==> config.mk <==
export PLATFORM = sky130hd
export DESIGN_NAME = timer_irq_ctrl_flat
export DESIGN_NICKNAME = d
export VERILOG_FILES = /design/src/rtl/timer_irq_ctrl_if.sv /design/src/rtl/timer_irq_ctrl.sv /design/src/flat_wrapper.sv
export SDC_FILE = /design/constraint.sdc
export NUM_CORES = 1
export LEC_CHECK = 0
export BUFFER_PORTS_ARGS = -buffer_cell sky130_fd_sc_hd__buf_2
export CAP_MARGIN = 20
export CORE_UTILIZATION = 40
export CTS_CLUSTER_SIZE = 16
export DETAILED_ROUTE_END_ITERATION = 12
export GPL_TIMING_DRIVEN = 0
export PLACE_DENSITY = 0.57
export SLEW_MARGIN = 20
export SYNTH_ARGS = -nofsm -noshare
export SYNTH_HDL_FRONTEND = slang
export SYNTH_SLANG_ARGS = --single-unit
==> constraint.sdc <==
create_clock -name clk -period 5.15 [get_ports clk]
set_clock_uncertainty 0.1 [all_clocks]
set_input_delay 0.2575 -clock clk [delete_from_list [all_inputs] [get_ports clk]]
set_output_delay 0.2575 -clock clk [all_outputs]
set_load 0.005 [all_outputs]
==> src/rtl/timer_irq_ctrl_if.sv <==
// Peripheral-bus bundle for the machine-timer controller: 32-bit register reads,
// byte-masked writes.
interface timer_irq_ctrl_if;
  logic [31:0] address_in;
  logic        sel_in;
  logic        read_in;
  logic [31:0] read_value_out;
  logic [7:0]  write_mask_in;
  logic [63:0] write_value_in;

  modport master (
    output address_in, sel_in, read_in, write_mask_in, write_value_in,
    input  read_value_out
  );

  modport slave (
    input  address_in, sel_in, read_in, write_mask_in, write_value_in,
    output read_value_out
  );
endinterface

==> src/rtl/timer_irq_ctrl.sv <==
// Machine timer: prescaled 64-bit mtime, mtimecmp, 2-stage compare pipeline and
// an interrupt FSM that masks the irq while mtimecmp is rewritten low-then-high.
module timer_irq_ctrl #(
  parameter int PRESCALE_WIDTH = 8
) (
  input  logic             clk,
  input  logic             reset,
  timer_irq_ctrl_if.slave  bus,
  output logic             irq_out
);

  typedef enum logic [1:0] {
    ST_DISABLED = 2'b00,
    ST_RUNNING  = 2'b01,
    ST_FIRED    = 2'b10,
    ST_UPDATING = 2'b11
  } state_t;

  function automatic logic [31:0] merge_bytes(input logic [31:0] cur,
                                              input logic [31:0] wdat,
                                              input logic [3:0]  mask);
    logic [31:0] res;
    res = cur;
    for (int k = 0; k < 4; k++) begin
      if (mask[k]) res[8*k +: 8] = wdat[8*k +: 8];
    end
    return res;
  endfunction

  state_t                    state, state_next;
  logic [63:0]               mtime, mtimecmp;
  logic                      ctrl_en;
  logic [PRESCALE_WIDTH-1:0] prescale, psc_cnt;
  logic                      lo_ge_p1, hi_gt_p1, hi_eq_p1, vld_p1;
  logic                      ge_p2, vld_p2;

  logic [2:0]  idx;
  logic [3:0]  mask;
  logic [31:0] wdata;
  logic        wr, wr_mtl, wr_mth, wr_cl, wr_ch, wr_ctrl, wr_mtime, clear;
  logic        wrap, tick;
  logic [31:0] ctrl_word, ctrl_new, rd;

  assign idx      = bus.address_in[4:2];
  assign mask     = bus.write_mask_in[3:0];
  assign wdata    = bus.write_value_in[31:0];
  assign wr       = bus.sel_in & (|mask);
  assign wr_mtl   = wr & (idx == 3'd0);
  assign wr_mth   = wr & (idx == 3'd1);
  assign wr_cl    = wr & (idx == 3'd2);
  assign wr_ch    = wr & (idx == 3'd3);
  assign wr_ctrl  = wr & (idx == 3'd4);
  assign wr_mtime = wr_mtl | wr_mth;
  assign clear    = wr_mtime | wr_cl | wr_ch;

  // A direct mtime write takes precedence over the tick in the same cycle.
  assign wrap = (psc_cnt >= prescale);
  assign tick = ctrl_en & wrap & ~wr_mtime;

  always_comb begin
    ctrl_word                        = '0;
    ctrl_word[0]                     = ctrl_en;
    ctrl_word[8 +: PRESCALE_WIDTH]   = prescale;
  end

  assign ctrl_new = merge_bytes(ctrl_word, wdata, mask);

  always_ff @(posedge clk or posedge reset) begin
    if (reset) begin
      mtime    <= '0;
      mtimecmp <= '1;
      ctrl_en  <= 1'b0;
      prescale <= '0;
      psc_cnt  <= '0;
    end else begin
      if (wr_mtl)      mtime[31:0]  <= merge_bytes(mtime[31:0], wdata, mask);
      else if (wr_mth) mtime[63:32] <= merge_bytes(mtime[63:32], wdata, mask);
      else if (tick)   mtime        <= mtime + 64'd1;

      if (wr_mtime)     psc_cnt <= '0;
      else if (ctrl_en) psc_cnt <= wrap ? '0 : psc_cnt + PRESCALE_WIDTH'(1);

      if (wr_cl) mtimecmp[31:0]  <= merge_bytes(mtimecmp[31:0], wdata, mask);
      if (wr_ch) mtimecmp[63:32] <= merge_bytes(mtimecmp[63:32], wdata, mask);

      if (wr_ctrl) begin
        ctrl_en  <= ctrl_new[0];
        prescale <= ctrl_new[8 +: PRESCALE_WIDTH];
      end
    end
  end

  always_ff @(posedge clk or posedge reset) begin
    if (reset) begin
      lo_ge_p1 <= 1'b0;
      hi_gt_p1 <= 1'b0;
      hi_eq_p1 <= 1'b0;
      vld_p1   <= 1'b0;
      ge_p2    <= 1'b0;
      vld_p2   <= 1'b0;
      irq_out  <= 1'b0;
    end else begin
      // Stage 1: split compare of the pre-increment mtime against mtimecmp
      lo_ge_p1 <= (mtime[31:0] >= mtimecmp[31:0]);
      hi_gt_p1 <= (mtime[63:32] > mtimecmp[63:32]);
      hi_eq_p1 <= (mtime[63:32] == mtimecmp[63:32]);
      vld_p1   <= ctrl_en & ~clear;
      // Stage 2: combine halves
      ge_p2    <= hi_gt_p1 | (hi_eq_p1 & lo_ge_p1);
      vld_p2   <= vld_p1 & ~clear;
      // Output register: gated by the state being entered so disable/update drop it at once
      irq_out  <= ge_p2 & vld_p2 & ~clear &
                  ((state_next == ST_RUNNING) | (state_next == ST_FIRED));
    end
  end

  always_ff @(posedge clk or posedge reset) begin
    if (reset) state <= ST_DISABLED;
    else       state <= state_next;
  end

  always_comb begin
    state_next = state;
    case (state)
      ST_RUNNING: begin
        if (wr_cl)                state_next = ST_UPDATING;
        else if (vld_p2 & ge_p2)  state_next = ST_FIRED;
      end
      ST_FIRED: begin
        if (wr_cl)                state_next = ST_UPDATING;
        else if (vld_p2 & ~ge_p2) state_next = ST_RUNNING;
      end
      ST_UPDATING: begin
        if (wr_ch)                state_next = ST_RUNNING;
      end
      default: ;
    endcase
    if (wr_ctrl) begin
      if (!ctrl_new[0])              state_next = ST_DISABLED;
      else if (state == ST_DISABLED) state_next = ST_RUNNING;
    end
  end

  always_comb begin
    rd = '0;
    if (bus.sel_in) begin
      case (idx)
        3'd0:    rd = mtime[31:0];
        3'd1:    rd = mtime[63:32];
        3'd2:    rd = mtimecmp[31:0];
        3'd3:    rd = mtimecmp[63:32];
        3'd4:    rd = ctrl_word;
        3'd5:    rd = {28'd0, state, (state == ST_UPDATING), irq_out};
        default: rd = '0;
      endcase
    end
  end

  assign bus.read_value_out = rd;

  logic unused_bits;
  assign unused_bits = ^{bus.read_in, bus.address_in[31:5], bus.address_in[1:0],
                         bus.write_mask_in[7:4], bus.write_value_in[63:32],
                         ctrl_new[31:8+PRESCALE_WIDTH], ctrl_new[7:1]};

endmodule
==> src/flat_wrapper.sv <==
// flat-port wrapper written by rule: the top's interface ports become plain ports
module timer_irq_ctrl_flat 
#(
  parameter int PRESCALE_WIDTH = 8
)
  (clk, reset, irq_out, bus_address_in, bus_sel_in, bus_read_in, bus_write_mask_in, bus_write_value_in, bus_read_value_out);
  timer_irq_ctrl_if bus_i ();
  input  logic clk;
  input  logic reset;
  output logic irq_out;
  input wire logic [$bits(bus_i.address_in)-1:0] bus_address_in;
  input wire logic [$bits(bus_i.sel_in)-1:0] bus_sel_in;
  input wire logic [$bits(bus_i.read_in)-1:0] bus_read_in;
  input wire logic [$bits(bus_i.write_mask_in)-1:0] bus_write_mask_in;
  input wire logic [$bits(bus_i.write_value_in)-1:0] bus_write_value_in;
  output wire logic [$bits(bus_i.read_value_out)-1:0] bus_read_value_out;
  assign bus_i.address_in = bus_address_in;
  assign bus_i.sel_in = bus_sel_in;
  assign bus_i.read_in = bus_read_in;
  assign bus_i.write_mask_in = bus_write_mask_in;
  assign bus_i.write_value_in = bus_write_value_in;
  assign bus_read_value_out = bus_i.read_value_out;
  timer_irq_ctrl #(.PRESCALE_WIDTH(PRESCALE_WIDTH)) u_core (.clk(clk), .reset(reset), .bus(bus_i), .irq_out(irq_out));
endmodule
Word-level counts from Yosys, hierarchy flattened --
Cells that the tools add are included.
Storage, ports and cells: register bits 154, bits of input ports 108
Cells by class: $add $sub $neg 2, $lt $le $gt $ge 3, eq/ne operators 20, mux-type cells 23, bitwise operators 24, reductions and logical operators 23
Operator list (count):
- 32-bit case mux with 6 select lines | 1
- 32-bit two-way mux | 4
- 64-bit by 1-bit adder with 64-bit output, second input constant | 1
- 64-bit two-way mux | 1
- 8-bit two-way mux | 7
- 32-bit equality test | 1
- 32-bit greater-or-equal comparator | 1
- 32-bit greater-than comparator | 1
- 3-bit AND reduction | 8
- 2-bit AND reduction | 9
- 2-bit two-way mux | 8
- 2-bit inequality test, second input constant | 8
- 1-bit bitwise AND | 15
- 8-bit by 1-bit adder with 8-bit output, second input constant | 1
- 8-bit greater-or-equal comparator | 1
- 2-bit equality test, second input constant | 3
- 3-bit by 2-bit equality test with 1-bit output, second input constant | 2
- 3-bit equality test, second input constant | 2
- 2-bit case mux with 3 select lines | 1
- 2-bit nonzero test | 3
- 1-bit OR | 5
- 2-bit by 1-bit equality test with 1-bit output, second input constant | 2
- 1-bit NOT | 4
- 4-bit OR reduction | 1
- other kinds (5) | 5

Logic depth before layout (Yosys ltp) --
depth after elaboration 11, depth in mapped cells 10, gate-level depth less buffers 8

Worst setup path before layout --
OpenSTA, ideal clock, no wires.
path kind register to register, from register u_core.psc_cnt[2], to register u_core.mtime[16], setup time 0.129 ns, data arrival time 2.288 ns, required time 4.921 ns, setup slack 2.633 ns, stages on the path, launching flop included 10, buffers on the path 2, cells stage by stage dfrtp_1 -> ha_1 -> o21a_1 -> nor2_1 -> a211oi_1 -> clkbuf_1 -> a221oi_1 -> buf_2 -> o21ai_0 -> o21ai_0
Between the ends: word-level cells in the longest chain between the ends 5
RTL lines:
- from (decl) | line timer_irq_ctrl.sv:33 | logic [PRESCALE_WIDTH-1:0] prescale, psc_cnt;
- from (signal assigned) | line timer_irq_ctrl.sv:81 | else if (ctrl_en) psc_cnt <= wrap ? '0 : psc_cnt + PRESCALE_WIDTH'(1);
- 8-bit greater-or-equal comparator | line timer_irq_ctrl.sv:57 | assign wrap = (psc_cnt >= prescale);
- 1-bit bitwise AND (2 in a row) | line timer_irq_ctrl.sv:58 | assign tick = ctrl_en & wrap & ~wr_mtime;
- 2-bit nonzero test (no line)
- 3-bit AND reduction (no line)
- to (signal assigned) | line timer_irq_ctrl.sv:76 | if (wr_mtl) mtime[31:0] <= merge_bytes(mtime[31:0], wdata, mask);
- to (signal assigned) | line timer_irq_ctrl.sv:78 | else if (tick) mtime <= mtime + 64'd1;
- to (decl) | line timer_irq_ctrl.sv:31 | logic [63:0] mtime, mtimecmp;
No other way between the ends. A chain may end at the register's enable or synchronous reset.

Worst setup path in the final report --
from register u_core.mtime[1], to register u_core.mtime[42]
Between the ends: word-level cells in the longest chain between the ends 3
RTL lines:
- 64-bit by 1-bit adder with 64-bit output | line timer_irq_ctrl.sv:78
- 64-bit two-way mux | line timer_irq_ctrl.sv:78
- 32-bit two-way mux | line timer_irq_ctrl.sv:77 | else if (wr_mth) mtime[63:32] <= merge_bytes(mtime[63:32], wdata, mask);
No other way between the ends. The select of a mux whose other input is x is not followed.

==> results by group <==
Synth
  • Mapped cell area: 0.0108 mm^2
  • Top FF cell, synth: dfrtp_1
  • Top cell type's share of synthesized area: 0.208
  • Post-synthesis sequential area ratio: 0.363
  • Asr flop ratio synth: 1.00
  • Netlist cell types: 65
  • Post-synthesis instance total: 1210
  • Syn_area_per_cell: 8.95 um^2
  • Synth Warn #: 0
  • Cell taking the most area after synthesis: dfrtp_1
  • Synth Net Count: 1392
  • EDFF count, synth: 0
  • Yosys reg bits: 154
  • Largest cells by area after synthesis: dfrtp_1 21%, dfstp_2 16%, ha_1 8.6%, mux2_2 8.0%, a21oi_1 5.3%

Pwr
  • Psw: 2.22 mW
  • Clock share of power: 0.234
  • Pwr dens: 446 mW/mm^2
  • Switching part of the total: 0.407
  • Combinational share of power: 0.339
  • Pint: between 3 and 4 mW
  • Seq pwr share: 0.426
  • LEAKAGE: a little over 5 nW
  • Max VDD drop: 0.237 mV

Timing
  • Slew @ Worst Pin: 1.14 ns
  • Maximum clock frequency: 274 MHz
  • Max-slew violations: 0
  • RSZ-0062 raised after global routing: false
  • Slew margin rel.: 0.232
  • Final worst path period need: 3.65 ns
  • Fin crit share: 0.709
  • Setup violators final: 0
  • Final hold vios: 0
  • Setup TNS Final: 0 ns

Job
  • Max Cap Viol: 0

Cells and area
  • Diode count: 0
  • Final Non-Filler Cells: 1651
  • P&R area growth vs syn: 13.2%
  • Fin nets: 1485
  • Filler cells: 2557
  • Layout cells sized above 1: 0.216

Die
  • Effective utilization at floorplan: 0.412
  • Core Box Area: 0.0263 mm^2
  • # rows: 59
  • Height of the chip: approximately 170 um
  • Die area: 0.0277 mm^2
  • I/O pin count: 141
  • Die Span X: about 170 um

Worst setup path
  • Crit path DAT: 3.88 ns
  • Worst r2r path cells: 7
  • Worst-path maximum fanout: 7
  • Critical path buffers and inverters: 0
  • CP max stage cell: nor4_2
  • CP Capture Type: flop
  • Worst path most repeated cell: o22a_1
  • CP top delay family: simple AND/OR/NAND/NOR gates
  • R2R Path End: u_core.mtime[42]
  • Worst-path cell chain: ha_1, and4_1, nand3_1, nor4_2, nand2_1, o22a_1, o22a_1
  • Required time of the critical path: 5.38 ns
  • Setup Crit Path Kind: flop to flop
  • Startpoint types: flop
  • CP peak stage delay: between 1 and 1.5 ns
  • Setup slack, reg-to-reg: ~1.5 ns
  • R2r startpoint: u_core.mtime[1]

Placement
  • Dpl hpwl: between 20000 and 30000 um
  • Dpl cells: between 1500 and 2000
  • Global placement routability congestion: ~1.0
  • IO Port Bufs: 69

GRT
  • GRT Total Usage: 0.286
  • First-pass GRT wire length: 60600 um
  • Initial antenna violation count: 1
  • Number of global-route vias before repair: 9817
  • Total grt overflow: 0
  • Largest net degree at the start of global routing: 79

CTS
  • CTS tree: built
  • Setup bufs post-CTS: 0
  • Root buf cell: clkbuf_16
  • Clock Path Buffers: 2
  • CTS sink cnt: 154
  • Clk slew on worst S/H paths: 0.07 ns
  • Clk Latency, worst-skew pair: around 0.44 ns
  • Cts bufs inserted: 17
  • H-tree levels: 4

Route
  • Mean routed wirelength per cell: 23.6 um
  • DR vias: between 10000 and 15000
  • Post-route DRC: 4
  • DRT Pass-1 Iters: 9
  • Final wirelength: 38900 um
  • Drt initial violations: roughly 1100
  • Vias per inst: 6.19
  • Antenna-violating nets left: 0

Outcome
  • Failing checks: design-rule violations
  • Status: finished with violations

Min path
  • WHS Path Cells: 2
  • Hold WC Path Type: primary input to flop
  • Worst Hold End: u_core.mtimecmp[21]
  • Hold path startpoint: bus_write_value_in[21]
## routing by layer
layer | vias up | global-route usage | routed length (um)
met1 | 5023 | 0.411 | 18000
met2 | 411 | 0.435 | 16900
met5 | - | 0 | 13
met4 | 2 | 0.0950 | 1160
met3 | 59 | 0.0482 | 2800
li1 | 4729 | - | -
## per-stage QoR
stage	instance area (um^2)	utilization	hold slack, ns	setup WS, ns	power, mW
global route	12300	0.466	0.0121	1.54	5.85
detailed placement	11700	0.444	0.279	1.78	4.16
CTS	12300	0.466	0.00602	1.76	5.46
global placement	11600	0.441	0.325	-1.48	4.11
finish	12300	0.466	0.0164	1.50	5.47
floorplan	10800	-	0.304	0.749	3.46
## synthesized netlist by cell type (6+ instances only)
cell type,number
nor2b_1,9
inv_1,82
a22oi_1,53
and4_1,11
a21oi_1,115
ha_1,74
clkbuf_1,40
nand4_1,39
and2_1,13
a2bb2oi_1,14
nor3_1,14
o22ai_1,17
dfstp_2,64
a41oi_1,9
mux2i_1,6
a221oi_1,8
o21a_1,12
buf_1,12
o22a_1,39
a211oi_1,6
buf_2,13
and3_1,18
nor2_1,94
mux2_2,77
dfrtp_1,90
nand2_1,87
nor4_1,12
a21o_1,12
a31oi_1,14
o21ai_0,49
nand3_1,39
## state kept, by name, indices dropped and copies added (netlist names)
register / cells
u_core.ctrl_en: 1
u_core.ge_p2: 1
u_core.hi_eq_p1: 1
u_core.hi_gt_p1: 1
u_core.irq_out: 1
u_core.lo_ge_p1: 1
u_core.mtime: 64
u_core.mtimecmp: 64
u_core.prescale: 8
u_core.psc_cnt: 8
u_core.state: 2
u_core.vld_p1: 1
u_core.vld_p2: 1
## logic make-up after synthesis
logic type	share of synthesized area
muxes	0.0877
and+or+nand+nor	0.168
AOI/OAI and AO/OA	0.239
DFF	0.363
xor gates and xnor gates	0.00324
buffers and inverters	0.0536
adders and majority gates	0.0855
## worst max path at each step
| stage | start | to | slack [ns] | cells past startpoint |
|---|---|---|---|---|
| 6_report | u_core.mtime[1] | u_core.mtime[42] | 1.50 | 7 |
| 5_1_grt | u_core.mtime[1] | u_core.mtime[42] | 1.54 | 7 |
| 4_1_cts | u_core.mtime[0] | u_core.mtime[42] | 1.76 | 7 |
| 3_5_place_dp | u_core.mtime[0] | u_core.mtime[42] | 1.78 | 7 |
| 3_3_place_gp | reset | u_core.mtime[53] | -1.48 | 2 |
| 2_1_floorplan | reset | u_core.ctrl_en | 0.75 | 1 |
## layout make-up
class | instances | area (um^2) | share of cell area
Timing Repair Buffer | 74 | 403 | 0.0329
Inverter | 82 | 315 | 0.0257
Tap cell | 335 | 419 | 0.0342
Sequential cell | 154 | 3930 | 0.321
Buffer | 67 | 273 | 0.0222
Multi-Input combinational cell | 907 | 6330 | 0.516
Clock inverter | 15 | 161 | 0.0132
Clock buffer | 17 | 425 | 0.0347
## placed cells by master, fill, tap and decap left out, types with 17 or more instances in the layout
cell type	count
a21oi_1	115
buf_2	83
clkbuf_16	17
o21ai_0	49
dfrtp_1	90
o22a_1	39
dfstp_2	64
nand4_1	39
nand3_1	39
inv_1	81
nand2_1	87
o22ai_1	17
and3_1	18
a22oi_1	53
nor2_1	94
clkbuf_1	40
mux2_2	77
ha_1	74
## repair_timing
action	4_1_cts	5_1_grt
resized for setup	0	0
hold buffers	1	0
hold endpoints to repair	42	0
## power by group through the flow
stage	clock network [mW]	registers, mW	logic (mW)
after floorplan	0	2.09	1.37
after global placement	0	2.32	1.79
after detailed placement	0	2.33	1.83
after CTS	1.31	2.31	1.85
after global routing	1.36	2.40	2.10
final	1.28	2.33	1.85
(Power assumes the default switching activity.)
